--- src/rtl/dsconv_pkg.sv ---
// Shared widths and state encoding for the dsconv batch-norm path.
// The field widths must match the batch-normalization weight memory.
package dsconv_pkg;

    localparam int P_W     = 18;
    localparam int Q_W     = 36;
    localparam int X_W     = 18;
    localparam int LAYER_W = 3;
    localparam int FILT_W  = 4;
    localparam int N_FILT  = 16;

    // p*x fits in P_W+X_W bits; one extra bit keeps p*x+q from overflowing
    localparam int PROD_W  = P_W + X_W;
    localparam int ACC_W   = PROD_W + 1;

    typedef enum logic [2:0] {
        IDLE,
        FETCH,
        LOAD,
        STREAM,
        DRAIN,
        DONE
    } bn_seq_state_t;

endpackage

--- src/rtl/dsconv_bn_apply.sv ---
// Combinational batch-norm datapath: y = ReLU(sat((p*x + q) >>> SHIFT)).
// The caller registers o_y.
module dsconv_bn_apply
    import dsconv_pkg::*;
#(
    parameter int SHIFT = 12,
    parameter int OUT_W = 8
) (
    input  logic signed [P_W-1:0] i_p,
    input  logic signed [Q_W-1:0] i_q,
    input  logic signed [X_W-1:0] i_x,
    output logic        [OUT_W-1:0] o_y
);

    localparam logic signed [ACC_W-1:0] Y_MAX = ACC_W'((1 << OUT_W) - 1);

    logic signed [PROD_W-1:0] w_prod;
    logic signed [ACC_W-1:0]  w_acc;
    logic signed [ACC_W-1:0]  w_sh;

    assign w_prod = i_p * i_x;
    assign w_acc  = $signed({w_prod[PROD_W-1], w_prod}) + $signed({{(ACC_W-Q_W){i_q[Q_W-1]}}, i_q});
    assign w_sh   = w_acc >>> SHIFT;

    always_comb begin
        o_y = '0;
        if (w_sh[ACC_W-1]) begin
            o_y = '0;
        end else if (w_sh > Y_MAX) begin
            o_y = '1;
        end else begin
            o_y = w_sh[OUT_W-1:0];
        end
    end

endmodule

--- src/rtl/dsconv_bn_sequencer.sv ---
// Walks filters 0..N_FILT-1 of one dsconv layer, fetching (p, q) per filter
// and streaming each channel's activations through dsconv_bn_apply.
module dsconv_bn_sequencer
    import dsconv_pkg::*;
#(
    parameter int PIX_PER_CH = 64,
    parameter int SHIFT      = 12,
    parameter int OUT_W      = 8
) (
    input  logic                      clk,
    input  logic                      rst_n,
    input  logic                      start,
    input  logic [LAYER_W-1:0]        layer_sel,
    output logic                      busy,
    output logic                      done,
    output logic                      wmem_start,
    output logic [LAYER_W-1:0]        wmem_layer_sel,
    output logic [FILT_W-1:0]         wmem_filter_sel,
    input  logic signed [P_W-1:0]     wmem_p,
    input  logic signed [Q_W-1:0]     wmem_q,
    input  logic                      wmem_ready,
    input  logic                      x_valid,
    input  logic signed [X_W-1:0]     x_data,
    output logic                      x_ready,
    output logic                      y_valid,
    output logic [OUT_W-1:0]          y_data,
    output logic [FILT_W-1:0]         y_ch,
    output logic                      y_last,
    input  logic                      y_ready
);

    localparam int                 PIX_W     = (PIX_PER_CH > 1) ? $clog2(PIX_PER_CH) : 1;
    localparam logic [PIX_W-1:0]   PIX_LAST  = PIX_W'(PIX_PER_CH - 1);
    localparam logic [FILT_W-1:0]  FILT_LAST = FILT_W'(N_FILT - 1);

    bn_seq_state_t            r_state;
    logic [LAYER_W-1:0]       r_layer;
    logic [FILT_W-1:0]        r_filt;
    logic [PIX_W-1:0]         r_pix;
    logic signed [P_W-1:0]    r_p;
    logic signed [Q_W-1:0]    r_q;
    logic                     r_busy;
    logic                     r_done;
    logic                     r_wmem_start;
    logic                     r_y_valid;
    logic [OUT_W-1:0]         r_y_data;
    logic [FILT_W-1:0]        r_y_ch;
    logic                     r_y_last;

    logic                     w_x_ready;
    logic                     w_x_fire;
    logic                     w_last_pix;
    logic                     w_last_filt;
    logic [OUT_W-1:0]         w_y;

    dsconv_bn_apply #(
        .SHIFT (SHIFT),
        .OUT_W (OUT_W)
    ) u_apply (
        .i_p (r_p),
        .i_q (r_q),
        .i_x (x_data),
        .o_y (w_y)
    );

    // Single output slot: accept a new x whenever the slot is empty or being drained
    assign w_x_ready   = (r_state == STREAM) && (!r_y_valid || y_ready);
    assign w_x_fire    = x_valid && w_x_ready;
    assign w_last_pix  = (r_pix == PIX_LAST);
    assign w_last_filt = (r_filt == FILT_LAST);

    always_ff @(posedge clk or negedge rst_n) begin
        if (!rst_n) begin
            r_state      <= IDLE;
            r_layer      <= '0;
            r_filt       <= '0;
            r_pix        <= '0;
            r_p          <= '0;
            r_q          <= '0;
            r_busy       <= 1'b0;
            r_done       <= 1'b0;
            r_wmem_start <= 1'b0;
            r_y_valid    <= 1'b0;
            r_y_data     <= '0;
            r_y_ch       <= '0;
            r_y_last     <= 1'b0;
        end else begin
            // The output slot drains independently of the FSM, so a previous
            // channel's y can still leave during FETCH/LOAD with its own y_ch.
            if (w_x_fire) begin
                r_y_valid <= 1'b1;
                r_y_data  <= w_y;
                r_y_ch    <= r_filt;
                r_y_last  <= w_last_pix && w_last_filt;
            end else if (y_ready) begin
                r_y_valid <= 1'b0;
            end

            case (r_state)
                IDLE: begin
                    if (start) begin
                        r_layer      <= layer_sel;
                        r_filt       <= '0;
                        r_pix        <= '0;
                        r_busy       <= 1'b1;
                        r_wmem_start <= 1'b1;
                        r_state      <= FETCH;
                    end
                end
                FETCH: begin
                    r_wmem_start <= 1'b0;
                    r_state      <= LOAD;
                end
                LOAD: begin
                    // Memory answers one cycle after its start strobe; ready is sticky
                    if (wmem_ready) begin
                        r_p     <= wmem_p;
                        r_q     <= wmem_q;
                        r_state <= STREAM;
                    end
                end
                STREAM: begin
                    if (w_x_fire) begin
                        if (w_last_pix) begin
                            r_pix <= '0;
                            if (w_last_filt) begin
                                r_state <= DRAIN;
                            end else begin
                                r_filt       <= r_filt + 1'b1;
                                r_wmem_start <= 1'b1;
                                r_state      <= FETCH;
                            end
                        end else begin
                            r_pix <= r_pix + 1'b1;
                        end
                    end
                end
                DRAIN: begin
                    if (!r_y_valid || y_ready) begin
                        r_busy  <= 1'b0;
                        r_done  <= 1'b1;
                        r_state <= DONE;
                    end
                end
                DONE: begin
                    r_done  <= 1'b0;
                    r_state <= IDLE;
                end
                default: r_state <= IDLE;
            endcase
        end
    end

    assign busy            = r_busy;
    assign done            = r_done;
    assign wmem_start      = r_wmem_start;
    assign wmem_layer_sel  = r_layer;
    assign wmem_filter_sel = r_filt;
    assign x_ready         = w_x_ready;
    assign y_valid         = r_y_valid;
    assign y_data          = r_y_data;
    assign y_ch            = r_y_ch;
    assign y_last          = r_y_last;

endmodule

--- config.mk ---
export PLATFORM = sky130hd
export DESIGN_NAME = dsconv_bn_sequencer
export DESIGN_NICKNAME = d
export VERILOG_FILES = /design/src/rtl/dsconv_pkg.sv /design/src/rtl/dsconv_bn_apply.sv /design/src/rtl/dsconv_bn_sequencer.sv
export SDC_FILE = /design/constraint.sdc
export NUM_CORES = 1
export LEC_CHECK = 0
export BUFFER_PORTS_ARGS = -buffer_cell sky130_fd_sc_hd__buf_4
export CAP_MARGIN = 30
export CORE_ASPECT_RATIO = 1.75
export CORE_UTILIZATION = 57
export DETAILED_ROUTE_END_ITERATION = 7
export PLACE_DENSITY = 0.74
export RECOVER_POWER = 25
export SLEW_MARGIN = 0
export SYNTH_ARGS = -nofsm -noshare
export SYNTH_HDL_FRONTEND = slang
export SYNTH_SLANG_ARGS = --single-unit
--- constraint.sdc ---
create_clock -name clk -period 9.17 [get_ports clk]
set_input_delay 1.834 -clock clk [delete_from_list [all_inputs] [get_ports clk]]
set_output_delay 1.834 -clock clk [all_outputs]
set_load 0.03 [all_outputs]
# After elaboration in Yosys (flattened, before gate mapping)

Cells that the tools add are included.

Register bits: 87
Input bits: 81
Output and inout bits: 25
Logic and storage cells: 79

Add/subtract/negate cells: 3
Multiply operators: 1
Order comparisons: 1
Equality and inequality tests: 13
Mux-type cells: 29
Reductions and logical operators: 19

Operators with widths:

| operator                                                                          | count |
|---|---|
| 36-bit by 36-bit adder with 37-bit output                                         | 1 |
| 18-bit by 18-bit multiplier with 36-bit output                                    | 1 |
| 25-bit by 9-bit greater-than comparator with 1-bit output (second input constant) | 1 |
| 3-bit 2-to-1 mux                                                                  | 6 |
| 6-bit 2-to-1 mux                                                                  | 3 |
| 4-bit 2-to-1 mux                                                                  | 4 |
| 8-bit 2-to-1 mux                                                                  | 2 |
| 3-bit one-hot mux with 5 select lines                                             | 1 |
| 5-bit AND reduction                                                               | 3 |
| 2-bit != test (second input constant)                                             | 6 |
| 6-bit one-hot mux with 2 select lines                                             | 1 |
| 1-bit 2-to-1 mux                                                                  | 8 |
| 4-bit one-hot mux with 2 select lines                                             | 1 |
| 2-bit nonzero test                                                                | 4 |
| 6-bit by 1-bit adder with 6-bit output (second input constant)                    | 1 |
| 3-bit by 2-bit equality test with 1-bit output (second input constant)            | 2 |
| 3-bit equality test (second input constant)                                       | 2 |
| 6-bit equality test (second input constant)                                       | 1 |
| 2-bit AND reduction                                                               | 3 |
| 3-bit AND reduction                                                               | 2 |
| 4-bit by 1-bit adder with 4-bit output (second input constant)                    | 1 |
| 4-bit equality test (second input constant)                                       | 1 |
| 1-bit one-hot mux with 2 select lines                                             | 2 |
| 3-bit by 1-bit equality test with 1-bit output (second input constant)            | 1 |
| other kinds (6)                                                                   | 8 |

# Longest topological paths before layout

Gate-level depths: netlist of run 1.

Word-level depth: 6
Gate-level depth with buffers: 28
Gate-level depth less buffers: 24

# By module

A second synthesis of run 1 with hierarchy kept.

Cell total of the unflattened synthesis: 1,770
Area, all modules: 17,302.8 um^2

Modules (own cells, without submodules):

| module              | instances | cells each | area each (um^2) | sequential area each (um^2) |
|---|---|---|---|---|
| dsconv_bn_apply     | 1         | 1,501      | 13,705.6         | 0.0 |
| dsconv_bn_sequencer | 1         | 269        | 3,597.2          | 2,177.1 |

# Least setup slack after synthesis of run 1

No wires, ideal clock.

Path type: input port to flip-flop
Start: input x_data[2]
End: register r_y_data[0] (netlist: y_data[0])
Setup time: 0.153 ns
Arrival: 8.191 ns
Data required time: 9.017 ns
Setup slack: 0.826 ns
Stages on the path: 24
Cell sequence: clkbuf_1 -> nand2_1 -> fa_1 -> inv_1 -> fa_1 -> inv_1 -> fa_1 -> inv_1 -> fa_1 -> fa_1 -> fa_1 -> ha_1 -> ha_1 -> buf_2 -> a21oi_1 -> nand2_1 -> o21ai_1 -> nor2_1 -> a211oi_1 -> o41ai_4 -> a21oi_1 -> xnor2_1 -> a311oi_2 -> a311oi_1

Longest elaborated chain between the ends: 5

RTL lines:

| what                                                      | RTL line                  | text |
|---|---|---|
| from (decl)                                               | dsconv_bn_sequencer.sv:23 | `input logic signed [X_W-1:0] x_data,` |
| 18-bit by 18-bit multiplier with 36-bit output (*)        | dsconv_bn_apply.sv:21     | `assign w_prod = i_p * i_x;` |
| 36-bit by 36-bit adder with 37-bit output (*)             | dsconv_bn_apply.sv:22     | `assign w_acc = $signed({w_prod[PROD_W-1], w_prod}) + $signed({{(ACC_W-Q_W){i_q[Q_W-1]}}, i_q});` |
| 25-bit by 9-bit greater-than comparator with 1-bit output | dsconv_bn_apply.sv:29     | `end else if (w_sh > Y_MAX) begin` |
| 8-bit 2-to-1 mux                                          | dsconv_bn_apply.sv:29     |  |
| 8-bit 2-to-1 mux (*)                                      | dsconv_bn_apply.sv:27     | `if (w_sh[ACC_W-1]) begin` |
| to (signal assigned)                                      | dsconv_bn_sequencer.sv:92 | `r_y_data <= w_y;` |
| to (decl)                                                 | dsconv_bn_sequencer.sv:46 | `logic [OUT_W-1:0] r_y_data;` |

Mark *: on every way between the ends. The rest lies on a longest branch, timed or not.
A chain may end at the register's enable or synchronous reset.

# Final worst setup path of run 1

Start: input x_data[1]
End: register r_y_data[7] (netlist: y_data[7])

The elaborated chain is that of the path after synthesis.

==> flow_metrics.py, run 1 <==
metrics = {
    "status": {
        "status": "finished, violations left",
        "violations": "capacitance limit, slew limit",
    },
    "finish": {
        "fillers": 2531,
        "nets": 2401,
        "areaGrowthSynthToFinish_pct": 7.65,
        "antennaDiodeCount": 0,
        "design_area_um2": 18300,
        "stdcell_count": 2228,
        "layout-drive-gt1-share_pct": 9.26,
    },
    "global_routing": {
        "grt_use_total_pct": 29.6,
        "grt_overflow": 0,
        "grt_max_degree": 65,
        "grt_pass1_wl_mm": 69.2,
        "antenna_found_initial": 0,
        "grt_pass1_vias": 14100,
    },
    "synthesis": {
        "synth_compound_area_share_pct": 6.05,
        "synthTopCellsByArea": "fa_1 (43%), dfrtp_1 (13%), inv_1 (8.9%), ha_1 (8.2%), and2_1 (6.7%)",
        "synth_top_family_by_area": "adder cells",
        "synth_flop_cell": "dfrtp_1",
        "ys_warn_count": 0,
        "synth_fa_ha_area_share_pct": 51.6,
        "synth-xor-area-share_pct": 1.55,
        "ys_types": 62,
        "synth_top_area_share_pct": 43.4,
        "synth-simple-area-share_pct": 15.4,
        "synth-edff-count": 0,
        "synth.cell_area_um2": 17000,
        "syn_avg_cell_area_um2": 9.46,
        "synth_nets": 2354,
        "yosysSeqAreaShare_pct": 12.8,
        "ys_async_sr_fraction_pct": 100,
        "synth_cells": 1794,
        "yosys.area.top_type": "fa_1",
        "synth.area.mux_share_pct": 1.70,
        "synth_seq_cells": 87,
    },
    "clock_network": {
        "cts_buffers": 9,
        "postCtsSetupRepairBufs": 0,
        "clk_latency_ps": 360,
        "cts_sinks": 87,
        "hold_buffers": 0,
        "ctsRootBufferMaster": "clkbuf_16",
        "clock_path_buffers": 2,
        "cts_tree": "done",
        "htreeDepth": 3,
        "cts_resized": 0,
        "cts.clk_slew.worst_paths_ps": 70,
    },
    "sta": {
        "rsz0062_at_grt": "no",
        "fin_ws_ps": 621,
        "relSlewSlack_pct": -121,
        "worst_pin_slew_ps": 3310,
        "min_period_ps": 8550,
        "max_freq_mhz": 117,
        "setup_viol": 0,
        "final_hold_viol_count": 0,
        "slew_violations": 65,
        "fin_tns_setup_ps": 0,
        "fin_crit_sh_pct": 93.2,
        "skew_ps": 9.33,
    },
    "place": {
        "gp_congestion": 0.911,
        "dp_hpwl_mm": 35.4,
        "dpl_cell_area_um2": 18000,
        "place_ws_ps": 284,
        "dp.cells": 2212,
        "portBuffers": 105,
    },
    "setup_path": {
        "cp-start-kind": "primary input",
        "endpoint_kind": "register",
        "r2r_cells": 21,
        "critical_path_class": "in -> reg",
        "cp_data_required_time_ps": 9380,
        "r2r_end": "y_data[7]$_DFFE_PN0P_",
        "critPathMaxFanout": 12,
        "rr_startpoint": "r_p[17]$_DFFE_PN0P_",
        "crit_arrival_ps": 8760,
        "reg2reg_slack_ps": 1260,
    },
    "floorplanning": {
        "start_util_pct": 58.0,
        "fp-row-count": 83,
        "coreArea_um2": 29300,
        "die_x_um": 132,
        "pin_count": 106,
        "die_h_um": 230,
        "dieArea_um2": 30500,
    },
    "min_path": {
        "hold_start": "wmem_layer_sel[1]$_DFFE_PN0P_",
        "holdPathStages": 2,
        "hold_class": "reg -> reg",
        "min_delay_worst_endpoint": "wmem_layer_sel[1]$_DFFE_PN0P_",
    },
    "detailed_routing": {
        "detail_route.iter0.violations": 511,
        "wirelength_mm": 41.3,
        "viasPerCell": 5.48,
        "via_count": 12200,
        "wl_per_cell_um": 18.6,
        "drcViolationCount": 0,
        "drtPass1Iterations": 5,
        "antenna_left": 0,
    },
    "job": {
        "drv_cap": 1,
    },
}
==> metal layers <==
| layer | vias up | wire (µm) | GRT usage, % |
|---|---|---|---|
| li1 | 5445 | - | - |
| met1 | 6295 | 13300 | 29.5 |
| met4 | 0 | 2990 | 19.5 |
| met5 | - | 0 | 0 |
| met2 | 319 | 23800 | 57.1 |
| met3 | 156 | 1230 | 3.06 |
==> Yosys cell counts (all sizes together) (2+ instances only) <==
library cell,count
inv,402
fa,368
nand2,228
and2,184
ha,111
dfrtp,87
clkbuf,72
o21ai,70
nor2,46
a21oi,40
mux2,23
xnor2,21
nand3,13
and3,10
a21o,9
a311oi,9
buf,9
nand2b,9
nor3,9
xor2,9
nand4,8
o31ai,7
o211ai,4
o21a,4
o21bai,4
a211oi,3
mux2i,3
nand3b,3
nor4,3
o22ai,3
or2,3
or3,3
a31oi,2
==> worst max-delay path, stage by stage <==
cell      delay (ps)
buf_4            140
and2_1           180
inv_1             80
fa_1             410
inv_1            220
fa_1             500
inv_1            480
fa_1             550
fa_1             520
inv_1             50
fa_1             530
inv_1             50
fa_1             490
inv_1             40
ha_1             270
ha_1             450
nand3_1          260
o41ai_4          500
a21oi_1          160
o21ai_0          290
mux2i_1          630
a311oi_1         100
==> metrics by stage <==
| step | hold slack [ps] | util (%) |
|---|---|---|
| after floorplan | 459 | - |
| after global placement | 462 | 61.5 |
| after detailed placement | 468 | 61.5 |
| after CTS | 485 | 62.5 |
| after global routing | 509 | 62.4 |
| final | 479 | 62.4 |
==> cells by family after synthesis <==
| group | count (synthesis) |
|---|---|
| xor gates and xnor gates | 30 |
| and+or+nand+nor | 525 |
| DFF | 87 |
| muxes | 26 |
| AOI/OAI and AO/OA | 164 |
| adders and majority gates | 479 |
| buffers and inverters | 483 |
==> layout by cell type (no fill, tap or decap), types with 8 or more instances in the layout <==
cell type / n
a21o_1: 9
a21oi_1: 39
and2_1: 182
and3_1: 9
buf_4: 111
clkbuf_16: 9
dfrtp_1: 87
fa_1: 368
ha_1: 111
inv_1: 401
mux2_2: 23
nand2_1: 228
nand2b_1: 9
nand3_1: 13
nand4_1: 8
nor2_1: 45
nor3_1: 9
o21ai_0: 64
xnor2_1: 21
xor2_1: 9
==> state kept, by name, indices dropped and copies added (netlist names) <==
signal	flops
busy	1
r_state	3
r_p	18
y_data	8
r_pix	6
y_valid	1
wmem_start	1
y_ch	4
done	1
y_last	1
r_q	36
wmem_filter_sel	4
wmem_layer_sel	3
==> how the worst max path moves through the flow <==
stage,start,endpoint
floorplan,x_data[2],y_data[0]$_DFFE_PN0P_
global placement,x_data[1],y_data[4]$_DFFE_PN0P_
detailed placement,x_data[1],y_data[5]$_DFFE_PN0P_
CTS,x_data[1],y_data[2]$_DFFE_PN0P_
global route,x_data[1],y_data[5]$_DFFE_PN0P_
finish,x_data[1],y_data[7]$_DFFE_PN0P_
==> cell type report <==
cell class	instances	area (µm²)	share of cell area [%]
multi-input cells	1224	12900	70.9
repair buffers	117	863	4.73
inverters	402	1510	8.26
flip-flops and latches	87	2180	11.9
well taps	382	478	2.62
clock buffers	9	225	1.23
clock inverters	7	71.3	0.390
Power of run 1 is not shown: default switching activity piles up to over one toggle a cycle in this logic, so the estimate is an artifact.
==> run 2, diff against run 1 <==
==> constraint.sdc (replaced) <==
create_clock -name clk -period 8 [get_ports clk]
set_input_delay 0.8 -clock clk [delete_from_list [all_inputs] [get_ports clk]]
set_output_delay 0.8 -clock clk [all_outputs]
set_load 0.03 [all_outputs]
==> flow_metrics.py, run 2 (synthesis gave the netlist of run 1 again) <==
metrics = {
    "status": {
        "status": "finished, violations left",
        "violations": "capacitance limit, slew limit",
    },
    "sta": {
        "setup_viol": 0,
        "worst_pin_slew_ps": 3450,
        "rsz0062_at_grt": "no",
        "max_freq_mhz": 133,
        "fin_ws_ps": 467,
        "min_period_ps": 7530,
        "slew_violations": 65,
        "final_hold_viol_count": 0,
        "skew_ps": 14.7,
        "fin_tns_setup_ps": 0,
        "fin_crit_sh_pct": 94.2,
        "relSlewSlack_pct": -130,
    },
    "finish": {
        "nets": 2402,
        "layout-drive-gt1-share_pct": 9.47,
        "fillers": 2424,
        "largest_register_ffs": 36,
        "mostFrequentLayoutCells": "inv_1 (402), fa_1 (368), nand2_1 (228)",
        "areaGrowthSynthToFinish_pct": 7.75,
        "top_register": "r_q",
        "antennaDiodeCount": 0,
        "final_common_cell": "inv_1",
    },
    "setup_path": {
        "worstPathCellList": "buf_4 > and2_1 > inv_1 > fa_1 > inv_1 > fa_1 > inv_1 > fa_1 > inv_1 > fa_1 > fa_1 > fa_1 > ha_1 > ha_1 > a21oi_1 > nand2_1 > o21ai_1 > nor2_1 > a211oi_1 > o41ai_4 > a21oi_1 > xnor2_1 > a311oi_2 > a311oi_1",
        "critPathMaxFanout": 12,
        "critical_path_class": "in -> reg",
        "r2r_cells": 23,
        "rr_startpoint": "r_p[15]$_DFFE_PN0P_",
        "endpoint_kind": "register",
        "reg2reg_slack_ps": 480,
        "crit_arrival_ps": 7730,
        "cp-start-kind": "primary input",
        "cp_data_required_time_ps": 8200,
        "r2r_end": "y_data[0]$_DFFE_PN0P_",
        "cpMaxStageDelayCell": "fa_1",
        "crit_path_frequent_cell": "fa_1",
        "cpPeakStageDelay_ps": 570,
    },
    "min_path": {
        "hold_start": "wmem_layer_sel[2]$_DFFE_PN0P_",
        "min_delay_worst_endpoint": "wmem_layer_sel[2]$_DFFE_PN0P_",
        "holdPathStages": 2,
        "hold_class": "reg -> reg",
    },
    "global_routing": {
        "met3_usage_pct": 2.62,
        "grt_overflow": 0,
        "antenna_found_initial": 0,
        "grt_use_total_pct": 29.6,
        "top_usage_layer": "met2",
        "grt_max_degree": 65,
        "grt_util_met1_pct": 29.5,
        "grt_pass1_vias": 14000,
        "use_met2_pct": 56.9,
        "grt_pass1_wl_mm": 69.1,
    },
    "detailed_routing": {
        "wl_per_cell_um": 18.7,
        "detail_route.iter0.violations": 461,
        "antenna_left": 0,
        "drcViolationCount": 0,
        "via_count": 12300,
        "viasPerCell": 5.51,
        "drtPass1Iterations": 5,
        "wirelength_mm": 41.7,
    },
    "floorplanning": {
        "dieArea_um2": 30500,
        "coreArea_um2": 29300,
        "fp-row-count": 83,
        "die_h_um": 230,
        "start_util_pct": 58.0,
        "pin_count": 106,
        "die_x_um": 132,
    },
    "clock_network": {
        "htreeDepth": 3,
        "cts_buffers": 9,
        "cts.clk_slew.worst_paths_ps": 80,
        "cts_sinks": 87,
        "hold_buffers": 0,
        "ctsRootBufferMaster": "clkbuf_16",
        "clk_latency_ps": 360,
        "cts_tree": "done",
        "clock_path_buffers": 2,
    },
    "place": {
        "gp_congestion": 0.882,
        "dp_hpwl_mm": 35.5,
        "place_ws_ps": 142,
        "portBuffers": 105,
    },
    "job": {
        "drv_cap": 1,
    },
}
## run 2: changes by cell type in the layout (fill, tap and decap cells not counted)
cell	previous run	this run
dfrtp_2	0	3
and2_1	182	183
and2_0	1	0
inv_6	1	2
buf_4	111	115
dfrtp_1	87	84
clkbuf_4	2	0
clkinv_4	2	1
clkinvlp_4	0	1
inv_8	4	2
inv_1	401	402
clkinv_8	0	1
inv_2	1	0
clkbuf_1	4	3
## run 2: critical path, delay by kind of cell
family | cells | cell delay, ps
AOI/OAI and AO/OA | 7 | 1990
xor gates and xnor gates | 1 | 120
adders and majority gates | 8 | 3480
buffers and inverters | 5 | 1010
and+or+nand+nor | 3 | 330
## run 2: how the worst max path moves through the flow
stage                                    from                     to  slack, ps
after floorplan                     x_data[2]  y_data[0]$_DFFE_PN0P_        690
after global placement              x_data[1]  y_data[4]$_DFFE_PN0P_        370
after detailed placement            x_data[1]  y_data[0]$_DFFE_PN0P_        140
after CTS                 r_p[16]$_DFFE_PN0P_  y_data[0]$_DFFE_PN0P_        480
after global routing                x_data[1]  y_data[1]$_DFFE_PN0P_         20
final                               x_data[1]  y_data[0]$_DFFE_PN0P_        470
## run 2: repair_timing
action                                  in CTS  in global routing
buffers inserted                             0                  0
endpoints found under the setup margin       0                  2
resized for setup                            0                  3
## run 2: final cells by class
| type | instances | area (µm²) | share of cell area, % |
|---|---|---|---|
| clock buffers | 9 | 225 | 1.23 |
| clock inverters | 7 | 72.6 | 0.397 |
| inverters | 402 | 1510 | 8.25 |
| multi-input cells | 1224 | 12900 | 70.8 |
| flip-flops and latches | 87 | 2180 | 11.9 |
| well taps | 382 | 478 | 2.61 |
| repair buffers | 118 | 875 | 4.78 |
## run 2: routing by layer
metal / share of wire [%] / up-vias
met5: 0 / -
met4: 7.9 / 0
met3: 3.2 / 159
met2: 57 / 358
met1: 32 / 6321
li1: - / 5452
## run 2: stage by stage
| stage | util [%] | hold WS (ps) | instance area [µm²] | std cells |
|---|---|---|---|---|
| 3_3_place_gp | 61.5 | 462 | 18000 | 2213 |
| 6_report | 62.4 | 486 | 18300 | 2229 |
| 4_1_cts | 62.5 | 327 | 18300 | 2229 |
| 5_1_grt | 62.4 | 515 | 18300 | 2229 |
| 3_5_place_dp | 61.5 | 472 | 18000 | 2213 |
| 2_1_floorplan | - | 459 | 17000 | 1794 |
Power of run 2 is left out for the same reason.
==> run 3, diff against run 2 <==
--- a/config.mk
+++ b/config.mk
@@ -8,6 +8,7 @@
 export BUFFER_PORTS_ARGS = -buffer_cell sky130_fd_sc_hd__buf_4
 export CAP_MARGIN = 30
 export CORE_ASPECT_RATIO = 1.75
+export CORE_MARGIN = 2
 export CORE_UTILIZATION = 57
 export DETAILED_ROUTE_END_ITERATION = 7
 export PLACE_DENSITY = 0.74
==> flow_metrics.py, run 3 (synthesis gave the netlist of run 1 again) <==
metrics = {
    "finish": {
        "layout-drive-gt1-share_pct": 9.36,
        "antennaDiodeCount": 0,
        "largest_register_ffs": 36,
        "nets": 2403,
        "mostFrequentLayoutCells": "inv_1 (402), fa_1 (368), nand2_1 (228)",
        "top_register": "r_q",
        "final_common_cell": "inv_1",
        "areaGrowthSynthToFinish_pct": 7.92,
    },
    "global_routing": {
        "grt_max_degree": 64,
        "grt_overflow": 0,
        "grt_pass1_wl_mm": 68.8,
        "grt_pass1_vias": 13900,
        "grt_use_total_pct": 28.8,
        "antenna_found_initial": 0,
    },
    "place": {
        "gp_congestion": 0.940,
        "dp_hpwl_mm": 35.6,
        "portBuffers": 105,
    },
    "status": {
        "violations": "capacitance limit, slew limit",
        "status": "finished, violations left",
    },
    "clock_network": {
        "cts.clk_slew.worst_paths_ps": 80,
        "cts_resized": 0,
        "postCtsSetupRepairBufs": 0,
        "cts_tree": "done",
        "ctsRootBufferMaster": "clkbuf_16",
        "clock_path_buffers": 2,
        "hold_buffers": 0,
        "cts_sinks": 87,
        "clk_latency_ps": 360,
        "cts_buffers": 9,
        "htreeDepth": 3,
    },
    "floorplanning": {
        "die_x_um": 134,
        "coreArea_um2": 29300,
        "start_util_pct": 58.0,
        "die_h_um": 232,
        "fp-row-count": 83,
        "dieArea_um2": 31200,
        "pin_count": 106,
    },
    "sta": {
        "rsz0062_at_grt": "no",
        "fin_crit_sh_pct": 94.9,
        "final_hold_viol_count": 0,
        "slew_violations": 64,
        "setup_viol": 0,
        "skew_ps": 13.4,
        "relSlewSlack_pct": -122,
        "min_period_ps": 7590,
        "fin_tns_setup_ps": 0,
        "worst_pin_slew_ps": 3330,
        "max_freq_mhz": 132,
    },
    "detailed_routing": {
        "detail_route.iter0.violations": 491,
        "wirelength_mm": 41.8,
        "via_count": 12300,
        "viasPerCell": 5.49,
        "wl_per_cell_um": 18.8,
        "antenna_left": 0,
        "drtPass1Iterations": 5,
        "drcViolationCount": 0,
    },
    "setup_path": {
        "crit_arrival_ps": 7810,
        "critical_path_class": "reg -> reg",
        "cp_data_required_time_ps": 8220,
        "cp-start-kind": "register",
        "endpoint_kind": "register",
        "critPathMaxFanout": 19,
    },
    "min_path": {
        "hold_class": "reg -> reg",
    },
    "job": {
        "drv_cap": 1,
    },
}
[run 3: area by class of cell]
class	count	area [µm²]
multi-input cells	1224	12900
fillers	2508	11000
flip-flops and latches	87	2180
inverters	402	1510
repair buffers	119	882
well taps	382	478
clock buffers	9	225
clock inverters	7	97.6
[run 3: metrics by stage]
stage / instances / hold slack, ps / cell area [µm²] / util (%) / setup WS, ps
after CTS: 2230 / 336 / 18300 / 62.6 / 486
final: 2230 / 478 / 18300 / 62.5 / 406
after global routing: 2230 / 520 / 18300 / 62.5 / 3.90
after detailed placement: 2214 / 464 / 18000 / 61.5 / 194
after global placement: 2214 / 463 / 18000 / 61.5 / 367
after floorplan: 1794 / 459 / 17000 / - / 690
[run 3: path summary, 6_finish.rpt]
kind                                startpoint                    end  slack (ps)  depth (start not counted)
setup / recovery            r_p[7]$_DFFE_PN0P_  y_data[5]$_DFFE_PN0P_         410                         23
hold / removal             y_ch[0]$_DFFE_PN0P_    y_ch[0]$_DFFE_PN0P_         480                          2
setup reg to reg            r_p[7]$_DFFE_PN0P_  y_data[5]$_DFFE_PN0P_         410                         23
hold reg to reg            y_ch[0]$_DFFE_PN0P_    y_ch[0]$_DFFE_PN0P_         480                          2
max in group asynchronous                rst_n    r_q[29]$_DFFE_PN0P_        3430                          2
min in group asynchronous                rst_n     r_q[6]$_DFFE_PN0P_         750                          1
[run 3: critical path: stages (launching register included)]
cell	delay [ps]
dfrtp_1	920
nand2_1	170
fa_1	580
inv_1	50
fa_1	490
inv_1	60
fa_1	530
inv_1	50
fa_1	450
fa_1	500
fa_1	490
inv_1	70
fa_1	490
inv_1	40
ha_1	380
nand2_1	130
nor3_1	190
o21a_2	180
nor2_2	60
o41ai_4	420
a21oi_1	170
o21ai_0	310
mux2i_1	620
a311oi_1	100
[run 3: metal layers]
layer	share of wire, %	global-route usage [%]	routed length [µm]
met1	33	28.8	13800
met2	56	55.0	23600
met3	2.7	2.95	1140
met4	8.0	19.2	3340
met5	0	0	0
Power of run 3 is left out for the same reason.
